$ cat src/rtl/bmp_cap_pkg.sv
// Shared types and error codes for the BMP frame-capture sequencer.
package bmp_cap_pkg;

  typedef enum logic [2:0] {
    IDLE,
    SKIP,
    CAPTURE,
    CHECK,
    DONE
  } cap_state_e;

  localparam logic [1:0] ERR_OK    = 2'b00;
  localparam logic [1:0] ERR_WIDTH = 2'b01;
  localparam logic [1:0] ERR_LINES = 2'b10;
  localparam logic [1:0] ERR_ABORT = 2'b11;

endpackage

$ cat src/rtl/sync_edge_det.sv
// Registered edge detector: one flop of history, combinational rise/fall strobes.
module sync_edge_det (
  input  logic clk,
  input  logic rst_n,
  input  logic sig_i,
  output logic rise_o,
  output logic fall_o
);

  logic sig_q;

  // NOTE: non-blocking assignment so every flop samples pre-edge values.
  always_ff @(posedge clk) begin
    if (!rst_n) sig_q <= 1'b0;
    else        sig_q <= sig_i;
  end

  assign rise_o = sig_i & ~sig_q;
  assign fall_o = ~sig_i & sig_q;

endmodule

$ cat src/rtl/bmp_capture_ctrl.sv
// Frame-capture sequencer: skips N frames, gates one frame into the BMP writer,
// then reports geometry errors against HRES x VRES.
module bmp_capture_ctrl
  import bmp_cap_pkg::*;
#(
  parameter int HRES   = 320,
  parameter int VRES   = 240,
  parameter int SKIP_W = 8
) (
  input  logic                       clk,
  input  logic                       rst_n,
  input  logic                       i_start,
  input  logic                       i_abort,
  input  logic [SKIP_W-1:0]          i_skip,
  input  logic                       i_vsync,
  input  logic                       i_hsync,
  input  logic                       i_de,
  output logic                       o_hdr_wr,
  output logic                       o_cap_en,
  output logic                       o_busy,
  output logic                       o_done,
  output logic [1:0]                 o_err,
  output logic [$clog2(VRES+2)-1:0]  o_line_cnt
);

  localparam int PIX_W  = $clog2(HRES + 2);
  localparam int LINE_W = $clog2(VRES + 2);
  localparam logic [PIX_W-1:0]  HRES_C = PIX_W'(HRES);
  localparam logic [LINE_W-1:0] VRES_C = LINE_W'(VRES);

  cap_state_e         state_q;
  logic [SKIP_W-1:0]  skip_q;
  logic [PIX_W-1:0]   pix_q, pix_d;
  logic [LINE_W-1:0]  line_q, line_d;
  logic [1:0]         err_q;
  logic               hdr_q, cap_q, busy_q, done_q;
  logic               vs_rise, vs_fall, de_rise, de_fall;

  sync_edge_det u_vs_edge (
    .clk    (clk),
    .rst_n  (rst_n),
    .sig_i  (i_vsync),
    .rise_o (vs_rise),
    .fall_o (vs_fall)
  );

  sync_edge_det u_de_edge (
    .clk    (clk),
    .rst_n  (rst_n),
    .sig_i  (i_de),
    .rise_o (de_rise),
    .fall_o (de_fall)
  );

  // hsync is observed only; lines are delimited by de falling edges.
  logic unused_inputs;
  assign unused_inputs = ^{i_hsync, vs_fall, de_rise};

  // Saturating pixel/line counters; a pinned all-ones value never equals HRES/VRES.
  // NOTE: defaults first in always_comb so no latch is inferred.
  always_comb begin
    pix_d  = pix_q;
    line_d = line_q;
    if (state_q == IDLE && i_start) begin
      pix_d  = '0;
      line_d = '0;
    end else if (state_q == CAPTURE && !i_abort) begin
      if (de_fall) begin
        pix_d = '0;
        if (!(&line_q)) line_d = line_q + LINE_W'(1);
      end else if (i_de && cap_q && !(&pix_q)) begin
        pix_d = pix_q + PIX_W'(1);
      end
    end
  end

  always_ff @(posedge clk) begin
    if (!rst_n) begin
      state_q <= IDLE;
      skip_q  <= '0;
      pix_q   <= '0;
      line_q  <= '0;
      err_q   <= ERR_OK;
      hdr_q   <= 1'b0;
      cap_q   <= 1'b0;
      busy_q  <= 1'b0;
      done_q  <= 1'b0;
    end else begin
      pix_q  <= pix_d;
      line_q <= line_d;
      hdr_q  <= 1'b0;
      done_q <= 1'b0;
      if (i_abort && state_q inside {SKIP, CAPTURE, CHECK}) begin
        state_q <= DONE;
        cap_q   <= 1'b0;
        err_q   <= ERR_ABORT;
        done_q  <= 1'b1;
      end else begin
        unique case (state_q)
          IDLE: begin
            if (i_start) begin
              state_q <= SKIP;
              skip_q  <= i_skip;
              err_q   <= ERR_OK;
              busy_q  <= 1'b1;
            end
          end
          SKIP: begin
            if (vs_rise) begin
              if (skip_q == '0) begin
                state_q <= CAPTURE;
                hdr_q   <= 1'b1;
                cap_q   <= 1'b1;
              end else begin
                skip_q <= skip_q - SKIP_W'(1);
              end
            end
          end
          CAPTURE: begin
            // A line ending on the closing vsync edge is still width-checked here.
            if (de_fall && pix_q != HRES_C && err_q == ERR_OK) err_q <= ERR_WIDTH;
            if (vs_rise) begin
              state_q <= CHECK;
              cap_q   <= 1'b0;
            end
          end
          CHECK: begin
            if (line_q != VRES_C && err_q == ERR_OK) err_q <= ERR_LINES;
            state_q <= DONE;
            done_q  <= 1'b1;
          end
          DONE: begin
            busy_q  <= 1'b0;
            state_q <= IDLE;
          end
          default: state_q <= IDLE;
        endcase
      end
    end
  end

  assign o_hdr_wr   = hdr_q;
  assign o_cap_en   = cap_q;
  assign o_busy     = busy_q;
  assign o_done     = done_q;
  assign o_err      = err_q;
  assign o_line_cnt = line_q;

endmodule

$ cat config.mk
export PLATFORM = sky130hd
export DESIGN_NAME = bmp_capture_ctrl
export DESIGN_NICKNAME = d
export VERILOG_FILES = /design/src/rtl/bmp_cap_pkg.sv /design/src/rtl/sync_edge_det.sv /design/src/rtl/bmp_capture_ctrl.sv
export SDC_FILE = /design/constraint.sdc
export NUM_CORES = 1
export LEC_CHECK = 0
export BUFFER_PORTS_ARGS = -buffer_cell sky130_fd_sc_hd__buf_2
export CORE_ASPECT_RATIO = 0.5
export CORE_MARGIN = 2
export CORE_UTILIZATION = 55
export CTS_CLUSTER_SIZE = 25
export DETAILED_ROUTE_END_ITERATION = 10
export GPL_TIMING_DRIVEN = 0
export PLACE_DENSITY = 0.83
export REMOVE_ABC_BUFFERS = 1
export SYNTH_ARGS = -nofsm -noshare
export SYNTH_HDL_FRONTEND = slang
export SYNTH_SLANG_ARGS = --single-unit
$ cat constraint.sdc
create_clock -name clk -period 4.2 [get_ports clk]
set_input_delay 0.42 -clock clk [delete_from_list [all_inputs] [get_ports clk]]
set_output_delay 0.42 -clock clk [all_outputs]
set_load 0.01 [all_outputs]
==> flow_summary_export.csv <==
group,metric,value,unit
run_status,status,"finished, final reports clean",
clocking,clkSinkCount,36,
synth,synth-seq-cells,36,
synth,synthMuxAreaShare,0.991,%
synth,synth_cell_type_count,52,
synth,synth_ff_type,"dfxtp_1",
clocking,post_cts_resized,0,
route,routed_wl,4.38,mm
route,routed_via_density,5.94,
synth,ys_warn_count,0,
clocking,clk_pin_slew_worst_paths,0.07,ns
global_route,overflow,0,
sta,fin_ws,1.87,ns
synth,netlist_top_cells_count,"dfxtp_1, nand2_1, a21oi_1",
placement,gp_congestion,0.786,
sta,finalSetupViolations,0,
route,dr_wl_met2,2.04,mm
worst_setup_path,cp.arrival,2.56,ns
synth,synth_area,2020,sq um
route,wl_met3,252,um
clocking,h-tree-depth,2,
synth,synth_xor_area_share,2.17,%
worst_setup_path,endpoint_kind,"flop",
cells_and_area,final_cells,317,
route,post-route-drc-count,0,
pwr,total_power,785,uW
sta,skew,0.00491,ns
cells_and_area,area_growth,11.7,%
flow_run,maxCapViolations,0,
global_route,grt_max_degree,17,
min_path,hp-class,"primary input to flop",
pwr,p_leak,0.838,nW
global_route,grt_pass1_vias,1593,
floorplan,die-area,4200,sq um
worst_setup_path,startpoint_type,"flop",
sta,grt_setup_unrepaired,"false",
synth,syn_area_per_cell,8.32,sq um
synth,synth_top_family_by_area,"simple AND/OR/NAND/NOR gates",
placement,placedCellCount,309,
sta,fin_crit,2.33,ns
synth,synth_edf_count,0,
cells_and_area,ff_latch_area,721,sq um
cells_and_area,fin_area,2260,sq um
cells_and_area,multi_input_area,1210,sq um
worst_setup_path,worstPathMaxFanout,12,
route,wl_met1,2.04,mm
synth,yosys.cell_count.top_type,"dfxtp_1",
synth,synth_fa_ha_area_share,4.33,%
cells_and_area,fin_nets,287,
placement,dp_slack,1.88,ns
route,routed.top_layer,"met4",
floorplan,die_h,46.9,um
synth,yosysTopAreaCellShare,35.7,%
placement,dp_hpwl,3.13,mm
sta,finalSetupTns,0,ns
pwr,irDropWorstVdd,131,uV
worst_setup_path,critPathRequiredTime,4.42,ns
route,vias,1884,
placement,numPortBuffers,27,
route,dr.pass1.iters,4,
pwr,p_per_area,348,nW/um^2
floorplan,die_x,89.7,um
cells_and_area,drive_gt1_share,14.3,%
global_route,grt_util_all_layers,20.9,%
synth,yosysSeqAreaShare,35.7,%
clocking,cts_tree,"built",
synth,synthArstFlopShare,0,%
synth,synth_area_leaders,"dfxtp_1, a21oi_1, nand2_1",
cells_and_area,n_fill_cell,303,
clocking,post-cts-setup-buffers,0,
placement,placedInstanceArea,2170,sq um
synth,netlist_instances,243,
sta,final_max_slew_viol_count,0,
worst_setup_path,crit_type,"flop to flop",
floorplan,start_util,58.2,%
floorplan,pin_count,29,
clocking,clockRootBuffer,"clkbuf_8",
synth,yosys.area_share.simple,28.2,%
global_route,grt_first_pass_wirelength,6.83,mm
clocking,clk_latency,0.30,ns
sta,finalHoldViolations,0,
route,ant_nets,0,
sta,maxSlewHeadroom,46.1,%
route,drtIter0Drc,75,
clocking,ctsHoldBuffers,0,
cells_and_area,antenna_cells,0,
clocking,cts_buffers,5,
sta,min_period_over_period,55.5,%
floorplan,core_area,3470,sq um
sta,fmax,429,MHz
route,detail_route.wl_per_cell,13.8,um
synth,synth_compound_area_share,24.0,%
global_route,antenna_found_initial,0,
sta,tightest_slew,0.802,ns
synth,synth_top_cell_by_area,"dfxtp_1",
clocking,cts_buffer_depth,2,
floorplan,num_rows,15,
==> registers in the layout (all words and copies together), names as in the netlist, 2 cells and up <==
name,cells
o_err,2
skip_q,8
state_q,3
o_line_cnt,8
pix_q,9
==> worst max-delay path: stages, from the launching register on <==
cell	delay [ns]
dfxtp_1	0.58
nor4b_4	0.65
o21ai_1	0.34
or4_1	0.54
a21oi_1	0.16
==> path summary, 6_finish.rpt <==
check | cells after the start | end | slack (ns) | from
setup / recovery | 4 | pix_q[7]$_SDFFE_PP0P_ | 1.87 | state_q[1]$_SDFFE_PP0P_
hold / removal | 2 | u_de_edge.sig_q$_SDFF_PN0_ | 0.36 | i_de
setup reg to reg | 4 | pix_q[7]$_SDFFE_PP0P_ | 1.87 | state_q[1]$_SDFFE_PP0P_
hold reg to reg | 2 | skip_q[7]$_SDFFE_PN0P_ | 0.50 | skip_q[7]$_SDFFE_PN0P_
==> cells by family after synthesis <==
| kind of cell | after synthesis |
|---|---|
| fa+ha+maj | 7 |
| flops | 36 |
| buf+inv | 23 |
| mux | 2 |
| compound gates | 74 |
| simple gates | 96 |
| xor+xnor | 5 |
==> per-layer routing <==
layer	up-vias	GRT usage (%)
li1	945	-
met3	6	8.03
met5	-	0
met2	44	37.3
met1	889	23.9
met4	0	9.23
==> final cells by class <==
cell class,count,share of cell area [%]
Inverter,11,1.83
Multi-Input combinational cell,184,53.4
Sequential cell,36,31.9
Tap cell,51,2.83
Clock buffer,8,3.99
Timing Repair Buffer,27,5.99
==> power by group <==
group          internal [mW]  switching [mW]
clock                  0.134           0.123
sequential             0.359          0.0205
combinational         0.0596          0.0898
total                  0.552           0.233
==> cells in the final DEF, fill, tap and decap left out, types with 2 or more instances in the layout <==
cell type	Yosys	routed
o21ai_0	14	14
a21oi_1	22	22
nand4_1	4	4
mux2i_1	2	2
dfxtp_1	36	36
and2_1	6	6
ha_1	7	7
nor4b_1	4	4
or4_1	4	4
clkbuf_1	8	2
nand2_1	24	24
nand3b_1	2	2
o31ai_1	4	4
a21o_1	4	4
xor2_1	4	4
inv_1	11	11
nor3b_1	2	2
buf_2	3	27
o2111ai_1	2	2
o211ai_1	4	4
a211o_1	9	9
nor3_1	3	3
a211oi_1	3	3
and4_1	2	2
nand2b_1	5	5
clkbuf_8	0	6
nor2_1	19	19
o41ai_1	2	2
a22oi_1	2	2
nand3_1	5	5
or3_1	4	4
==> per-stage QoR <==
step	utilization (%)	hold WS [ns]
3_5_place_dp	62.4	0.489
4_1_cts	65.0	0.360
5_1_grt	65.0	0.369
2_1_floorplan	-	0.452
6_report	65.0	0.365
3_3_place_gp	62.4	0.476
Power figures use the tool's default switching activity.
